### src/rtl/cpu6502_intc_pkg.sv
// Shared register map, NMI state encoding and helpers for the 6502 interrupt controller.
package cpu6502_intc_pkg;

  localparam logic [2:0] REG_PENDING = 3'd0;
  localparam logic [2:0] REG_MASK    = 3'd1;
  localparam logic [2:0] REG_STATUS  = 3'd2;
  localparam logic [2:0] REG_NMICTL  = 3'd3;
  localparam logic [2:0] REG_TRIGGER = 3'd4;

  localparam int NMI_RECOVER_CYCLES = 2;

  typedef enum logic [1:0] {
    NMI_IDLE    = 2'd0,
    NMI_ASSERT  = 2'd1,
    NMI_RECOVER = 2'd2
  } nmi_state_e;

  // Scans from the top so the lowest set bit is the last one written.
  function automatic logic [2:0] lowest_index(input logic [7:0] v);
    lowest_index = 3'd0;
    for (int i = 7; i >= 0; i--) begin
      if (v[i]) lowest_index = i[2:0];
    end
  endfunction

endpackage

### src/rtl/cpu6502_edge_detect.sv
// Two-flop synchroniser followed by a rising-edge pulse; advances only on enable_i.
module cpu6502_edge_detect (
  input  logic clock,
  input  logic reset_N,
  input  logic enable_i,
  input  logic din_i,
  output logic level_o,
  output logic rise_o
);

  logic [2:0] shift_q;

  always_ff @(posedge clock or negedge reset_N) begin
    if (!reset_N) begin
      shift_q <= '0;
    end else if (enable_i) begin
      shift_q <= {shift_q[1:0], din_i};
    end
  end

  assign level_o = shift_q[1];
  assign rise_o  = shift_q[1] & ~shift_q[2];

endmodule

### src/rtl/cpu6502_interrupt_controller.sv
// Reset stretcher, IRQ pending/mask reduction and NMI sequencer for a 6502 core.
// Optional level-triggered sources: define CPU6502_INTC_LEVEL_TRIGGER_EN.
module cpu6502_interrupt_controller
  import cpu6502_intc_pkg::*;
#(
  parameter int NUM_SOURCES   = 8,
  parameter int RESET_STRETCH = 8
) (
  input  logic                   clock,
  input  logic                   reset_N,
  input  logic                   enable,
  input  logic [NUM_SOURCES-1:0] irqSource,
  input  logic                   nmiSource,
  input  logic                   softResetRequest,
  input  logic                   nmiAcknowledge,
  input  logic [2:0]             regSelect,
  input  logic                   regWrite,
  input  logic                   regRead,
  input  logic [7:0]             writeData,
  output logic [7:0]             readData,
  output logic                   cpuReset_N,
  output logic                   interrupt_N,
  output logic                   nonMaskableInterrupt_N
);

  localparam int SW = $clog2(RESET_STRETCH + 1);
  localparam logic [1:0] REC_LAST = 2'(NMI_RECOVER_CYCLES - 1);

  logic [SW-1:0] stretch_q, stretch_d;
  logic cpu_rst_n_q, cpu_rst_n_d;

  logic [NUM_SOURCES-1:0] irq_level, irq_rise, irq_set, trig, w1c;
  logic [NUM_SOURCES-1:0] pending_q, pending_d, mask_q;
  logic irq_n_q;
  logic nmi_level, nmi_rise, nmi_trigger;
  nmi_state_e nmi_state_q, nmi_state_d;
  logic [1:0] rec_cnt_q, rec_cnt_d;
  logic nmi_queued_q, nmi_queued_d;
  logic [7:0] pend8, mask8, trig8, active8, rd_val, readData_q;
  logic wr_pending, wr_mask, wr_nmictl;

  assign wr_pending = regWrite && (regSelect == REG_PENDING);
  assign wr_mask    = regWrite && (regSelect == REG_MASK);
  assign wr_nmictl  = regWrite && (regSelect == REG_NMICTL);

  always_comb begin
    stretch_d = stretch_q;
    if (softResetRequest) stretch_d = SW'(RESET_STRETCH);
    else if (stretch_q != '0) stretch_d = stretch_q - SW'(1);
    cpu_rst_n_d = (stretch_d == '0);
  end

  always_ff @(posedge clock or negedge reset_N) begin
    if (!reset_N) begin
      stretch_q   <= SW'(RESET_STRETCH);
      cpu_rst_n_q <= 1'b0;
    end else if (enable) begin
      stretch_q   <= stretch_d;
      cpu_rst_n_q <= cpu_rst_n_d;
    end
  end

  for (genvar g = 0; g < NUM_SOURCES; g++) begin : g_irq_sync
    cpu6502_edge_detect u_irq_edge (
      .clock    (clock),
      .reset_N  (reset_N),
      .enable_i (enable),
      .din_i    (irqSource[g]),
      .level_o  (irq_level[g]),
      .rise_o   (irq_rise[g])
    );
  end

  cpu6502_edge_detect u_nmi_edge (
    .clock    (clock),
    .reset_N  (reset_N),
    .enable_i (enable),
    .din_i    (nmiSource),
    .level_o  (nmi_level),
    .rise_o   (nmi_rise)
  );

`ifdef CPU6502_INTC_LEVEL_TRIGGER_EN
  logic [NUM_SOURCES-1:0] trigger_q;
  logic wr_trigger;
  assign wr_trigger = regWrite && (regSelect == REG_TRIGGER);

  always_ff @(posedge clock or negedge reset_N) begin
    if (!reset_N) trigger_q <= '0;
    else if (enable && wr_trigger) trigger_q <= writeData[NUM_SOURCES-1:0];
  end
  assign trig = trigger_q;
`else
  assign trig = '0;
`endif

  // Level sources re-set every cycle they are high, so a W1C cannot win against them.
  assign irq_set   = (irq_rise & ~trig) | (irq_level & trig);
  assign w1c       = wr_pending ? writeData[NUM_SOURCES-1:0] : '0;
  assign pending_d = (pending_q & ~w1c) | irq_set;

  always_ff @(posedge clock or negedge reset_N) begin
    if (!reset_N) begin
      pending_q <= '0;
      mask_q    <= '0;
      irq_n_q   <= 1'b1;
    end else if (enable) begin
      pending_q <= pending_d;
      if (wr_mask) mask_q <= writeData[NUM_SOURCES-1:0];
      irq_n_q   <= ~|(pending_q & mask_q);
    end
  end

  assign nmi_trigger = (nmi_rise & nmi_level) | (wr_nmictl & writeData[0]);

  always_comb begin
    nmi_state_d  = nmi_state_q;
    rec_cnt_d    = rec_cnt_q;
    nmi_queued_d = nmi_queued_q;
    case (nmi_state_q)
      NMI_IDLE: begin
        if (nmi_trigger) nmi_state_d = NMI_ASSERT;
      end
      NMI_ASSERT: begin
        if (nmi_trigger) nmi_queued_d = 1'b1;
        if (nmiAcknowledge) begin
          nmi_state_d = NMI_RECOVER;
          rec_cnt_d   = '0;
        end
      end
      NMI_RECOVER: begin
        if (nmi_trigger) nmi_queued_d = 1'b1;
        if (rec_cnt_q == REC_LAST) begin
          if (nmi_queued_q || nmi_trigger) begin
            nmi_state_d  = NMI_ASSERT;
            nmi_queued_d = 1'b0;
          end else begin
            nmi_state_d = NMI_IDLE;
          end
        end else begin
          rec_cnt_d = rec_cnt_q + 2'd1;
        end
      end
      default: nmi_state_d = NMI_IDLE;
    endcase
  end

  always_ff @(posedge clock or negedge reset_N) begin
    if (!reset_N) begin
      nmi_state_q  <= NMI_IDLE;
      rec_cnt_q    <= '0;
      nmi_queued_q <= 1'b0;
    end else if (enable) begin
      nmi_state_q  <= nmi_state_d;
      rec_cnt_q    <= rec_cnt_d;
      nmi_queued_q <= nmi_queued_d;
    end
  end

  always_comb begin
    pend8 = '0;
    mask8 = '0;
    trig8 = '0;
    pend8[NUM_SOURCES-1:0] = pending_q;
    mask8[NUM_SOURCES-1:0] = mask_q;
    trig8[NUM_SOURCES-1:0] = trig;
    active8 = pend8 & mask8;
    rd_val  = '0;
    case (regSelect)
      REG_PENDING: rd_val = pend8;
      REG_MASK:    rd_val = mask8;
      REG_STATUS:  rd_val = {|active8, 4'b0000, lowest_index(active8)};
      REG_NMICTL:  rd_val = {6'b000000, nmi_queued_q, nmi_state_q != NMI_IDLE};
      REG_TRIGGER: rd_val = trig8;
      default:     rd_val = '0;
    endcase
  end

  always_ff @(posedge clock or negedge reset_N) begin
    if (!reset_N) readData_q <= '0;
    else if (enable && regRead) readData_q <= rd_val;
  end

  // While the CPU is held in reset its interrupt inputs are parked inactive.
  assign readData               = readData_q;
  assign cpuReset_N             = cpu_rst_n_q;
  assign interrupt_N            = irq_n_q | ~cpu_rst_n_q;
  assign nonMaskableInterrupt_N = (nmi_state_q != NMI_ASSERT) | ~cpu_rst_n_q;

endmodule

### config.mk
export PLATFORM = sky130hd
export DESIGN_NAME = cpu6502_interrupt_controller
export DESIGN_NICKNAME = d
export VERILOG_FILES = /design/src/rtl/cpu6502_intc_pkg.sv /design/src/rtl/cpu6502_edge_detect.sv /design/src/rtl/cpu6502_interrupt_controller.sv
export SDC_FILE = /design/constraint.sdc
export NUM_CORES = 1
export LEC_CHECK = 0
export CAP_MARGIN = 30
export CORE_MARGIN = 2
export CORE_UTILIZATION = 49
export DETAILED_ROUTE_END_ITERATION = 12
export GPL_ROUTABILITY_DRIVEN = 0
export GPL_TIMING_DRIVEN = 0
export PLACE_DENSITY = 0.76
export SYNTH_ARGS = -nofsm -noshare
export SYNTH_HDL_FRONTEND = slang
export SYNTH_HIERARCHICAL = 1
export SYNTH_SLANG_ARGS = --single-unit
### constraint.sdc
create_clock -name clock -period 1.6 [get_ports clock]
set_clock_uncertainty 0.15 [all_clocks]
set_input_delay 0.24 -clock clock [delete_from_list [all_inputs] [get_ports clock]]
set_output_delay 0.24 -clock clock [all_outputs]
set_load 0.005 [all_outputs]
# Yosys cells after proc, flatten, opt, wreduce, memory -nomap -nowiden
# Index checks and enable logic that the tools add are counted.
# classes
muxes	24
n_addsub	2
n_reduce_logical	17
eq_ne	11
n_bitwise	28
# op_table
cell	n
$pmux W8 S4	1
$mux W3	8
$and A8 B8 Y8	2
$and A1 B1 Y1	11
$mux W2	5
$not A1 Y1	10
$mux W4	2
$mux W8	1
$ne A2 B2 Y1 const B	4
$not A8 Y8	1
$or A8 B8 Y8	1
$reduce_and A4 Y1	2
$reduce_or A8 Y1	1
$eq A3 B2 Y1 const B	2
$pmux W2 S3	1
$eq A2 B1 Y1 const B	2
$logic_and A1 B1 Y1	4
$logic_not A4 Y1	1
$mux W1	4
$pmux W2 S2	1
$reduce_and A2 Y1	2
$reduce_bool A2 Y1	2
$reduce_bool A4 Y1	1
$sub A4 B1 Y4 const B	1
other kinds (10)	12
# word_totals
input_bits	27
word_cells	100
register_bits	62

# Depth between registers and ports, before layout
# logic_depth
depth_word	10
mapped_depth	6
ltp_nobuf	6

# Cells and area by module
# The synthesis kept the hierarchy.
# modules_own_cells
module	cells_per_inst	instances	seq_area_each_um2	area_each_um2
cpu6502_interrupt_controller	178	1	878.3	1876.8
cpu6502_edge_detect	7	9	75.1	115.1

# Worst setup path before layout
# No wires, ideal clock.
# synth_timing
path_kind	register -> register
start	register nmi_state_q[0]
end	register nmi_state_q[1]
setup_time_ps	125
arrival_ps	1391
stages_incl_launch_ff	7
setup_slack_ps	-66
t_required_ps	1325
path_buffers	0
path_cell_list	dfrtp_1 inv_1 ha_1 inv_2 o221ai_2 o21ba_4 mux2_4
# synth_via
elab_chain_len	3
elab_cells_between_ends	8
# synth_lines
element	line_no	rtl
start: declaration	cpu6502_interrupt_controller.sv:36	nmi_state_e nmi_state_q, nmi_state_d;
start signal: assignment	cpu6502_interrupt_controller.sv:154	nmi_state_q <= nmi_state_d;
$eq A2 B2 Y1 (tied with other cells)	cpu6502_interrupt_controller.sv:120	case (nmi_state_q)
$ne A2 B2 Y1 (no source line)	n/a	
$reduce_and A4 Y1 (no source line)	n/a	
# Parallel ways exist; a longest one is shown, timed or not.
# A chain may end at the register's enable or synchronous reset.

# Final worst setup path
# Ends and elaborated chain as after synthesis.

==> summary.md <==
| Metric | Value |
|---|---|
| Clock Path Buffers | 2 |
| Vias in the first global route | 2,208 |
| Final global-route overflow total | 0 |
| Setup-failing EPs final | 2 |
| Max Cap Violations | 0 |
| # clock sinks | 62 |
| Drt first pass iters | 4 |
| CTS Buf Count | 9 |
| Worst EP required | 1670 ps |
| Post-synthesis sequential area ratio | 53.4% |
| Drt drc | 0 |
| Worst path cell trace | buf_6, inv_6, ha_4, inv_4, o221ai_2, o21ba_4, mux2_4 |
| FMAX | 595 MHz |
| Post-DP HPWL | 4180 um |
| Power Total | 5.30 mW |
| Minimum clock period after layout | 1680 ps |
| Max Used Layer | met4 |
| Initial core utilization | 50.1% |
| Status | finished with violations |
| Num rows | 28 |
| Setup slack, reg-to-reg | -80 ps |
| Routed wl met3 | 328 um |
| Synthesized Nets | 275 |
| DRT iter0 DRCs | 124 |
| Die span in x | 81.1 um |
| Reg clk slew, reported paths | 70 ps |
| DR vias/cell | 5.51 |
| Hold path startpoint | regSelect[1] |
| Netlist cell types | 43 |
| Total Nets Final | 339 |
| M1 WL | 2660 um |
| Die area | 6580 um2 |
| CTS tree | yes |
| Total track usage | 21.0% |
| Core area | 5820 um2 |
| Layout fillers | 459 |
| Leakage | 1.74 nW |
| Syn_area_per_cell | 12.1 um2 |
| Critical Path Fanout Max | 3 |
| Largest net degree at the start of global routing | 33 |
| Critical-path cell with the highest stage delay | dfrtp_1 |
| Port bufs | 37 |
| Initial antenna violation count | 0 |
| Gate Count Post-Synth | 241 |
| Ant diodes | 0 |
| Maximum VDD drop | 752 uV |
| Max-slew headroom | 50.0% |
| Ys flop type | dfrtp_1 |
| I/O pins | 38 |
| Crit path kind | flop to flop |
| Largest stage delay on the critical path | 400 ps |
| Failing checks | negative setup slack |
| Crit path launch type | flop |
| Crit path launch | nmi_state_q[0] |
| Hold Path Class | primary input to flop |
| Routed wire length | 6240 um |
| Non-filler cells, final | 385 |
| Post-route core utilization | 65.8% |
| EDFF count, synth | 0 |
| #FFs+latches synth | 62 |
| Place WS | -679 ps |
| WP data arrival | 1760 ps |
| P per Cell Area | 1390 nW/um2 |
| Via count | 2,122 |
| Die height | 81.1 um |
| R2R Path Start | nmi_state_q[0] |
| DR WL/cell | 16.2 um |
| Critical Path End Type | flop |
| RSZ-0062 raised after global routing | true |
| Slew Limit Fails | 0 |
| Post-Syn Area | 2910 um2 |
| Hold violation count in the final report | 0 |
| Yosys warning count | 6 |
| Period Utilization, post-route | 105% |
| Post-DRT Antenna Nets | 0 |
| H-tree depth | 3 |
| Area grow syn2layout | 31.4% |
| Async SR Flop Fraction | 100% |
| WL met2 | 3120 um |
| First-pass GRT wire length | 10,100 um |
| Setup ws final | -82.0 ps |
| R2r worst-path depth | 7 |
| Latest clock arrival within the worst-skew pair | 340 ps |
| Share of post-route cells with drive strength above 1 | 32.3% |
| Placed Cells incl. Taps | 355 |
| Root buf cell | clkbuf_8 |
| Worst Max-Slew Pin Slew | 750 ps |
| Worst Hold Depth | 4 |
-- worst max-delay path: cells and delay by family (launching register included) --
kind	cells	cell delay, ps
fa+ha+maj	1	140
compound gates	2	360
mux	1	290
buf+inv	3	220
flops	1	400
-- worst paths after layout --
path	endpoint
min in group asynchronous	nmi_state_q[1]
min	readData[0]
max reg2reg	nmi_state_q[1]
min reg2reg	readData[6]
max	nmi_state_q[1]
max in group asynchronous	stretch_q[3]
-- cell usage in the layout (no fill, tap or decap), types with 3 or more instances in the layout --
| cell type | synthesis | final |
|---|---|---|
| nor2b_1 | 11 | 11 |
| mux2_2 | 36 | 36 |
| nor2_1 | 5 | 5 |
| mux2i_1 | 8 | 8 |
| buf_2 | 1 | 3 |
| a31oi_1 | 3 | 3 |
| inv_1 | 9 | 5 |
| buf_4 | 2 | 12 |
| nand2_1 | 28 | 28 |
| ha_1 | 7 | 3 |
| nand3_1 | 4 | 4 |
| o21ai_0 | 12 | 11 |
| a22oi_1 | 4 | 4 |
| clkbuf_8 | 0 | 10 |
| buf_6 | 1 | 4 |
| dlymetal6s2s_1 | 0 | 5 |
| a22o_1 | 10 | 10 |
| clkdlybuf4s50_1 | 0 | 23 |
| o31ai_1 | 4 | 3 |
| a21oi_1 | 3 | 3 |
| dlygate4sd2_1 | 0 | 5 |
| dfrtp_1 | 60 | 59 |
-- Yosys cell counts (2+ instances only) --
cell / count / share of area, %
nand2b_1: 3 / 0.64
ha_1: 7 / 3.0
buf_4: 2 / 0.52
dfrtp_1: 60 / 52
nand2_1: 28 / 3.6
o31ai_1: 4 / 1.0
inv_1: 9 / 1.2
a31oi_1: 3 / 0.64
o41ai_1: 2 / 0.60
nand3_1: 4 / 0.69
mux2_2: 36 / 14
o21ai_0: 12 / 2.1
nor2_1: 5 / 0.64
dfstp_2: 2 / 1.8
a22oi_1: 4 / 1.0
a32o_1: 2 / 0.69
o21ai_2: 2 / 0.60
a22o_1: 10 / 3.0
nor2b_1: 11 / 2.4
mux2i_1: 8 / 2.7
nor3_1: 2 / 0.34
o22ai_1: 2 / 0.43
a21oi_1: 3 / 0.52
-- cells by family after synthesis --
family / after synthesis / synth area share, %
buf+inv: 14 / 2.36
mux: 45 / 17.2
xor+xnor: 1 / 0.301
flops: 62 / 53.4
compound gates: 53 / 13.9
simple gates: 59 / 9.92
fa+ha+maj: 7 / 3.01
-- area by class of cell --
class / instances / area (um2) / share of cell area [%]
inverters: 10 / 47.5 / 1.24
clock buffers: 12 / 145 / 3.79
multi-input cells: 165 / 1350 / 35.4
well taps: 75 / 93.8 / 2.45
repair buffers: 53 / 529 / 13.8
flip-flops and latches: 62 / 1560 / 40.6
plain buffers: 4 / 31.3 / 0.818
clock inverters: 4 / 70.1 / 1.83
-- power breakdown --
part	switching, mW	internal [mW]
clock	0.582	0.916
sequential	0.276	1.90
combinational	0.722	0.908
total	1.58	3.72
-- per-stage QoR --
stage	instance area (um2)	hold slack (ps)	TNS, ps
finish	3830	312	-111
global route	3830	319	-284
CTS	3760	353	-53.7
detailed placement	3430	199	-27990
global placement	3390	334	-172940
floorplan	2930	-206	0
-- metal layers --
metal,track usage [%],vias up
met5,0,-
met4,10.2,0
met3,5.44,14
met2,36.3,59
met1,24.2,1046
li1,-,1003
-- state kept, by name, summed over array words and instances, names as in the netlist --
register and flops:
nmi_queued_q 1, stretch_q 4, irq_n_q 1, u_nmi_edge/shift_q 3, cpuReset_N 1, nmi_state_q 2, pend8 8, mask8 8
rec_cnt_q 2, g_irq_sync.u_irq_edge/shift_q 24, readData 8
-- what timing repair did --
item                       4_1_cts  5_1_grt
setup endpoints to repair       44       14
hold endpoints to repair        31        0
pin swaps                        5        3
hold buffers                     1        0
setup buffers                   11        2
gates resized for setup         23       15
Power figures use the tool's default switching activity.
